$ cat src/rtl/pulse_period_meter.sv
// Measures cycles between rising edges of pulse_in; results visible one cycle after the edge's posedge.
// No backpressure: period_valid is a one-cycle strobe that the consumer must capture when it fires.
module pulse_period_meter #(
    parameter int WIDTH     = 16,
    parameter int CNT_WIDTH = 8,
    parameter int TIMEOUT   = 1000
) (
    input  logic                 clk,
    input  logic                 rst,
    input  logic                 en,
    input  logic                 pulse_in,
    output logic [WIDTH-1:0]     period,
    output logic                 period_valid,
    output logic                 timeout,
    output logic [CNT_WIDTH-1:0] edge_count,
    output logic                 busy
);

    typedef enum logic [1:0] {
        ST_IDLE,
        ST_ARMED,
        ST_MEASURE,
        ST_TMO
    } state_t;

    localparam logic [WIDTH-1:0] TO_LIMIT = WIDTH'(TIMEOUT);

    state_t               state, state_nxt;
    logic                 prev;
    logic                 edge_det;
    logic [WIDTH-1:0]     cnt, cnt_nxt;
    logic [WIDTH-1:0]     period_nxt;
    logic                 valid_nxt;
    logic                 timeout_nxt;
    logic [CNT_WIDTH-1:0] edge_count_nxt;

    assign edge_det = pulse_in & ~prev;

    always_ff @(posedge clk or negedge rst) begin
        if (!rst) begin
            state        <= ST_IDLE;
            prev         <= 1'b0;
            cnt          <= '0;
            period       <= '0;
            period_valid <= 1'b0;
            timeout      <= 1'b0;
            edge_count   <= '0;
            busy         <= 1'b0;
        end else begin
            state        <= state_nxt;
            prev         <= pulse_in;
            cnt          <= cnt_nxt;
            period       <= period_nxt;
            period_valid <= valid_nxt;
            timeout      <= timeout_nxt;
            edge_count   <= edge_count_nxt;
            busy         <= (state_nxt != ST_IDLE);
        end
    end

    always_comb begin
        state_nxt      = state;
        cnt_nxt        = cnt;
        period_nxt     = period;
        valid_nxt      = 1'b0;
        timeout_nxt    = timeout;
        edge_count_nxt = edge_count;

        case (state)
            ST_IDLE: begin
                // An edge coincident with arming (e.g. pulse_in already high at
                // reset release) is taken as the first edge rather than lost.
                if (en) begin
                    if (edge_det) begin
                        state_nxt      = ST_MEASURE;
                        cnt_nxt        = WIDTH'(1);
                        edge_count_nxt = CNT_WIDTH'(1);
                    end else begin
                        state_nxt      = ST_ARMED;
                        edge_count_nxt = '0;
                    end
                end
            end
            ST_ARMED: begin
                if (!en) begin
                    state_nxt   = ST_IDLE;
                    cnt_nxt     = '0;
                    timeout_nxt = 1'b0;
                end else if (edge_det) begin
                    state_nxt      = ST_MEASURE;
                    cnt_nxt        = WIDTH'(1);
                    edge_count_nxt = edge_count + 1'b1;
                end
            end
            ST_MEASURE: begin
                if (!en) begin
                    state_nxt   = ST_IDLE;
                    cnt_nxt     = '0;
                    timeout_nxt = 1'b0;
                end else if (edge_det) begin
                    period_nxt     = cnt;
                    valid_nxt      = 1'b1;
                    cnt_nxt        = WIDTH'(1);
                    edge_count_nxt = edge_count + 1'b1;
                end else if (cnt == TO_LIMIT) begin
                    state_nxt   = ST_TMO;
                    timeout_nxt = 1'b1;
                end else begin
                    cnt_nxt = cnt + 1'b1;
                end
            end
            ST_TMO: begin
                if (!en) begin
                    state_nxt   = ST_IDLE;
                    cnt_nxt     = '0;
                    timeout_nxt = 1'b0;
                end else if (edge_det) begin
                    state_nxt      = ST_MEASURE;
                    cnt_nxt        = WIDTH'(1);
                    edge_count_nxt = edge_count + 1'b1;
                    timeout_nxt    = 1'b0;
                end
            end
            default: begin
                state_nxt = ST_IDLE;
            end
        endcase
    end

endmodule

$ cat config.mk
export PLATFORM = sky130hd
export DESIGN_NAME = pulse_period_meter
export DESIGN_NICKNAME = d
export VERILOG_FILES = /design/src/rtl/pulse_period_meter.sv
export SDC_FILE = /design/constraint.sdc
export NUM_CORES = 1
export LEC_CHECK = 0
export BUFFER_PORTS_ARGS = -buffer_cell sky130_fd_sc_hd__buf_2
export CAP_MARGIN = 0
export CORE_MARGIN = 8
export CORE_UTILIZATION = 51
export DETAILED_ROUTE_END_ITERATION = 8
export HOLD_SLACK_MARGIN = 0.15
export PLACE_DENSITY = 0.75
export SLEW_MARGIN = 5
export SYNTH_ARGS = -nofsm -noshare
export SYNTH_HDL_FRONTEND = slang
export SYNTH_SLANG_ARGS = --single-unit
$ cat constraint.sdc
create_clock -name clk -period 1.6 [get_ports clk]
set_input_delay 0.4 -clock clk [delete_from_list [all_inputs] [get_ports clk]]
set_output_delay 0.4 -clock clk [all_outputs]
set_load 0.05 [all_outputs]
==> results of run 1 <==
## power by group through the flow
| stage | combinational (mW) | clock, mW | sequential, mW |
|---|---|---|---|
| global placement | 0.354 | 0 | 1.25 |
| detailed placement | 0.359 | 0 | 1.25 |
| floorplan | 0.132 | 0 | 1.34 |
| finish | 0.372 | 0.654 | 1.23 |
| global route | 0.403 | 0.713 | 1.23 |
| CTS | 0.364 | 0.683 | 1.23 |
## how the worst min path moves through the flow
| stage | start | end | slack, ns |
|---|---|---|---|
| 2_1_floorplan | rst | busy | 0.10 |
| 5_1_grt | pulse_in | prev | 0.34 |
| 6_report | pulse_in | prev | 0.35 |
| 3_3_place_gp | rst | period[15] | 0.40 |
| 4_1_cts | pulse_in | prev | 0.34 |
| 3_5_place_dp | rst | period[14] | 0.40 |
## cells in the final DEF, fill, tap and decap left out, types with 2 or more instances in the layout
cell type | Yosys | layout
dfrtp_1 | 46 | 46
buf_2 | 8 | 30
buf_4 | 1 | 26
nor2_1 | 13 | 13
nand3_1 | 11 | 10
nand2_1 | 9 | 9
a21oi_1 | 10 | 9
mux2_4 | 9 | 9
and3_1 | 9 | 8
nand4_1 | 8 | 8
a31oi_1 | 9 | 8
mux2_1 | 7 | 7
inv_1 | 6 | 5
o21ai_0 | 5 | 5
o21ai_1 | 5 | 5
clkbuf_8 | 0 | 5
xnor2_1 | 4 | 4
nand3b_1 | 3 | 3
xor2_1 | 3 | 3
buf_12 | 0 | 3
and4bb_2 | 2 | 2
nor4_4 | 0 | 2
nor2b_1 | 2 | 2
a31o_1 | 2 | 2
a41oi_1 | 2 | 2
or3_1 | 3 | 2
o211ai_1 | 2 | 2
a211oi_1 | 2 | 2
ha_1 | 3 | 2
clkbuf_1 | 6 | 2
## cell usage after synthesis, types with 7 or more instances
cell type  count
nand2_1        9
a31oi_1        9
buf_2          8
nand4_1        8
a21oi_1       10
and3_1         9
dfrtp_1       46
nor2_1        13
mux2_4         9
nand3_1       11
mux2_1         7
## timing repair
item                                    in CTS  in global routing
cloned                                       0                  0
pin swaps                                    0                  3
setup buffers                                0                  1
endpoints found under the hold margin       46                  0
gates resized for setup                      2                 13
hold buffers                                 1                  0
endpoints found under the setup margin       2                 23
## final cells by class
type                    count  share of cell area
repair buffers             60               0.145
well taps                  52              0.0227
inverters                   6             0.00784
clock buffers               7              0.0266
flip-flops and latches     46               0.401
multi-input cells         148               0.397
## sequential cells by signal, summed over array words and instances (netlist names)
register / cells
timeout: 1
prev: 1
period: 16
state: 2
busy: 1
edge_count: 8
cnt: 16
period_valid: 1
## layer usage
layer / vias up / GRT usage
met4: 0 / 0.0691
met5: - / 0
met2: 48 / 0.242
met3: 10 / 0.0400
li1: 893 / -
met1: 905 / 0.181
## kinds of logic after synthesis
kind of cell               share of synthesized area
AOI/OAI and AO/OA                              0.131
xor gates and xnor gates                      0.0263
adders and majority gates                     0.0161
buffers and inverters                         0.0494
DFF                                            0.494
muxes                                         0.0917
and+or+nand+nor                                0.192
==> metrics.md, run 1 <==
| Metric | Value |
|---|---|
| Die ar. | 0.00699 sq mm |
| Crit Path Max Fanout | 7 |
| Layout cells sized above 1 | 0.333 |
| Area leader, netlist | dfrtp_1 |
| DP Area | 0.00270 sq mm |
| Endpoint type of the worst setup path | register |
| Buffers plus inverters on the worst setup path | 0 |
| Post-synth EDFFs | 0 |
| Final setup violation count | 0 |
| Switch share | 0.274 |
| TritonCTS Buffers | 5 |
| Synth top area share | 0.494 |
| Reg area | 0.00115 sq mm |
| Post-placement cell count | 310 |
| Fraction of registers with async set/reset | 1.00 |
| Die X | 83.6 um |
| Wire per inst | 16.6 um |
| Delay of the slowest critical-path stage | 0.42 ns |
| Mapped Area | 0.00233 sq mm |
| Drt first pass iters | 4 |
| Clock tree from TritonCTS | yes |
| Unrepaired setup endpoints after global routing | yes |
| I/O Buffers | 30 |
| Clk pwr share | 0.290 |
| Max-Cap Viols | 0 |
| H-tree Lvls | 2 |
| Synthesis-stage register bit count | 46 |
| Slew Viols, Final | 0 |
| Die Span Y | 83.6 um |
| Cell area after layout | 0.00287 sq mm |
| Clk pin slew, worst setup/hold paths | 0.07 ns |
| Antenna Cells | 0 |
| Iter 0 DRT Violations | 142 |
| DRC Markers | 0 |
| Yosys warning count | 0 |
| Met3 WL | 252 um |
| Fillers | 346 |
| Data arrival time of the critical path | 1.78 ns |
| Synth area leaders | dfrtp_1, mux2_4, mux2_1 |
| Vias per inst | 5.82 |
| Non-Filler Instances | 319 |
| Clock Latency Late Sink | 0.30 ns |
| Met2 wire len | 2.57 mm |
| Vias in the first global route | 1788 |
| CTS root buffer | clkbuf_8 |
| Initial antenna violation count | 0 |
| Footprint of the multi-input gates | 0.00114 sq mm |
| Gp weighted congestion | 0.824 |
| Fin. Hold Viols | 0 |
| P&R area growth vs syn | 23.1% |
| Ys flop type | dfrtp_1 |
| Nets | 274 |
| Starting Density | 0.532 |
| Final Util | 0.655 |
| ANT nets after route | 0 |
| Setup crit start kind | register |
| Hold Path Depth | 2 |
| Critical Path RT | 1.81 ns |
| Hold slack | 0.353 ns |
| Distinct cells, synth | 50 |
| Max Used Layer | met4 |
| Slew Limit Headroom | 0.772 |
| Sink Count | 46 |
| Status | finished clean |
| Synth Area per Inst | 10.7 sq um |
| NetSw | 618 uW |
| Max frequency | 633 MHz |
| Worst path depth | 4 |
| Overflow after GRT | 0 |
| GRT Total Usage | 0.150 |
| Worst-Margin Slew | 0.338 ns |
| Period utilization | 0.987 |
| Crit-path leading delay family | simple AND/OR/NAND/NOR gates |
| Sequential share of power | 0.545 |
| Syn_nets | 224 |
| Hpwl dp | 3.80 mm |
| Largest net degree at the start of global routing | 47 |
| Rows | 24 |
| Via count | 1856 |
| Max clock buf depth | 2 |
| Worst setup startpoint | state[0] |
| Metal-1 WL | 2.39 mm |
| Core area | 0.00438 sq mm |
| First-pass GRT wire length | 8.76 mm |
| Pleak | 1.41 nW |
| Total Power | 2.26 mW |
| Skew final | 0.00673 ns |
| Slowest CP cell | dfrtp_1 |
| Cell count of the worst reg-to-reg path | 4 |
| CP Cell Sequence | and2b_2 -> or3_4 -> and3_1 -> o21ai_1 |
| Crit path capture | cnt[2] |
| Worst setup margin | 0.0213 ns |
| Num ports | 31 |
| Period minus WS final | 1.58 ns |
| Drt total wl | 5.29 mm |
| Power per standard cell area | 785 mW/mm^2 |
| VDD IR-drop max | 0.518 mV |
| Synth Instances | 217 |
| Register area share after synthesis | 0.494 |
| Setup WS pre-CTS | -0.0479 ns |
| RR Startpoint | state[0] |
| Final setup TNS | 0 ns |
| Kind of critical path | reg -> reg |
| R2r setup slk | 0.02 ns |
| Worst Hold Class | in -> reg |
| Internal | 1.64 mW |
| Reg2reg end | cnt[2] |
| Comb power frac | 0.165 |
Power figures use the tool's default switching activity.
==> inputs of run 2 (changes only) <==
Settings changed: GPL_TIMING_DRIVEN from default to 0.
==> run 2 against run 1 <==
Utilization is 1.6 points higher. Design area rose by 2.4%. Sequential share of layout area down 0.78 points.
==> metrics.md, run 2 (synthesis results as in run 1) <==
| Metric | Value |
|---|---|
| Slew Limit Headroom | 0.354 |
| Clk pin slew, worst setup/hold paths | 0.08 ns |
| Non-Filler Instances | 315 |
| First-pass GRT wire length | 8.69 mm |
| Iter 0 DRT Violations | 111 |
| Num ports | 31 |
| Initial antenna violation count | 0 |
| DRC Markers | 0 |
| Clock Latency Late Sink | 0.30 ns |
| Critical Path RT | 1.79 ns |
| Status | finished clean |
| Setup crit start kind | register |
| Vias per inst | 5.87 |
| Unrepaired setup endpoints after global routing | yes |
| I/O Buffers | 30 |
| Worst Hold Class | in -> reg |
| Wire per inst | 16.8 um |
| Max frequency | 632 MHz |
| Max clock buf depth | 2 |
| Crit Path Max Fanout | 8 |
| Delay of the slowest critical-path stage | 0.46 ns |
| Drt first pass iters | 4 |
| Period utilization | 0.988 |
| Top flop regs | cnt x16, period x16, edge_count x8 |
| Kind of critical path | reg -> reg |
| GRT Total Usage | 0.148 |
| Vias in the first global route | 1807 |
| CP Cell Sequence | nand3_1 -> nor4_4 -> buf_4 -> nand3b_1 -> nand3_1 |
| Pleak | 1.42 nW |
| Largest net degree at the start of global routing | 47 |
| Gp weighted congestion | 0.823 |
| Commonest non-fill, non-tap cells in the layout | dfrtp_1, buf_2, nor2_1, buf_4, nand3_1 |
| VDD IR-drop max | 0.550 mV |
| Core area | 0.00438 sq mm |
| Drt total wl | 5.28 mm |
| Worst-Margin Slew | 0.969 ns |
| Slowest CP cell | dfrtp_1 |
| Antenna Cells | 0 |
| Post-placement cell count | 299 |
| Commonest non-fill, non-tap cell in the layout | dfrtp_1 |
| Layout cells sized above 1 | 0.357 |
| TritonCTS Buffers | 5 |
| ANT nets after route | 0 |
| Fillers | 318 |
| Overflow after GRT | 0 |
| Die ar. | 0.00699 sq mm |
| Data arrival time of the critical path | 1.77 ns |
| Total Power | 2.64 mW |
| H-tree Lvls | 2 |
| P&R area growth vs syn | 26.1% |
| Fin. Hold Viols | 0 |
| Final setup violation count | 0 |
| Most Frequent Cell on Critical Path | nand3_1 |
| Buffers plus inverters on the worst setup path | 1 |
| Crit-path leading delay family | simple AND/OR/NAND/NOR gates |
| Rows | 24 |
| Endpoint type of the worst setup path | register |
| Final Util | 0.671 |
| Die Span Y | 83.6 um |
| Sink Count | 46 |
| CTS root buffer | clkbuf_8 |
| Clock tree from TritonCTS | yes |
| Skew final | 0.00443 ns |
| Via count | 1848 |
| Period minus WS final | 1.58 ns |
| Power per standard cell area | 897 mW/mm^2 |
| Die X | 83.6 um |
| Max-Cap Viols | 0 |
| Slew Viols, Final | 0 |
| Nets | 269 |
| Starting Density | 0.532 |
| Hpwl dp | 3.41 mm |
-- run 2: cell count changes in the layout (fill, tap and decap cells not counted), sizes merged --
cell,before,now
bufinv,0,2
clkbuf,7,11
buf,59,50
dlygate4sd3,1,0
-- run 2: area by class of cell --
class | instances | area, sq um | area share
buffer | 14 | 110 | 0.0374
clock buffer | 6 | 82.6 | 0.0281
clock inverter | 2 | 60.1 | 0.0204
inverter | 6 | 22.5 | 0.00766
multi-input combinational | 148 | 1180 | 0.402
sequential | 46 | 1160 | 0.393
tap | 52 | 65.1 | 0.0221
timing repair buffer | 41 | 263 | 0.0893
-- run 2: where the power goes --
group / total [mW] / switching (mW) / internal [mW]
logic: 0.366 / 0.236 / 0.130
clock network: 1.04 / 0.374 / 0.666
registers: 1.23 / 0.0332 / 1.20
total: 2.64 / 0.643 / 2.00
-- run 2: path summary, 6_finish.rpt --
| check | slack (ns) | from | depth (start not counted) | endpoint |
|---|---|---|---|---|
| min | 0.25 | pulse_in | 1 | prev |
| min in group asynchronous | 0.26 | rst | 1 | period[12] |
| max | 0.02 | cnt[7] | 5 | cnt[13] |
| max in group asynchronous | 0.69 | rst | 1 | cnt[1] |
| max reg2reg | 0.02 | cnt[7] | 5 | cnt[13] |
| min reg2reg | 0.48 | period[7] | 1 | period[7] |
-- run 2: through the flow --
stage	TNS [ns]	hold slack [ns]	instance area, sq um	worst slack (ns)
5_1_grt	-0.219	0.244	2940	-0.0389
3_3_place_gp	-2.87	0.464	2550	-0.175
6_report	0	0.252	2940	0.0187
3_5_place_dp	-3.53	0.469	2550	-0.197
2_1_floorplan	0	0.104	2330	0.0547
4_1_cts	0	0.245	2800	0.00604
-- run 2: layer usage --
metal / vias to the layer above / part of all wire / global-route usage
li1: 886 / - / -
met1: 890 / 0.43 / 0.180
met2: 57 / 0.48 / 0.233
met3: 15 / 0.057 / 0.0459
met4: 0 / 0.029 / 0.0691
met5: - / 0 / 0
-- run 2: timing repair --
item | CTS | global route
setup endpoints to repair | 18 | 32
cloned | 0 | 1
buffers inserted | 8 | 2
resized for setup | 9 | 30
endpoints found under the hold margin | 0 | 0
hold buffers | 0 | 0
pin swaps | 3 | 7
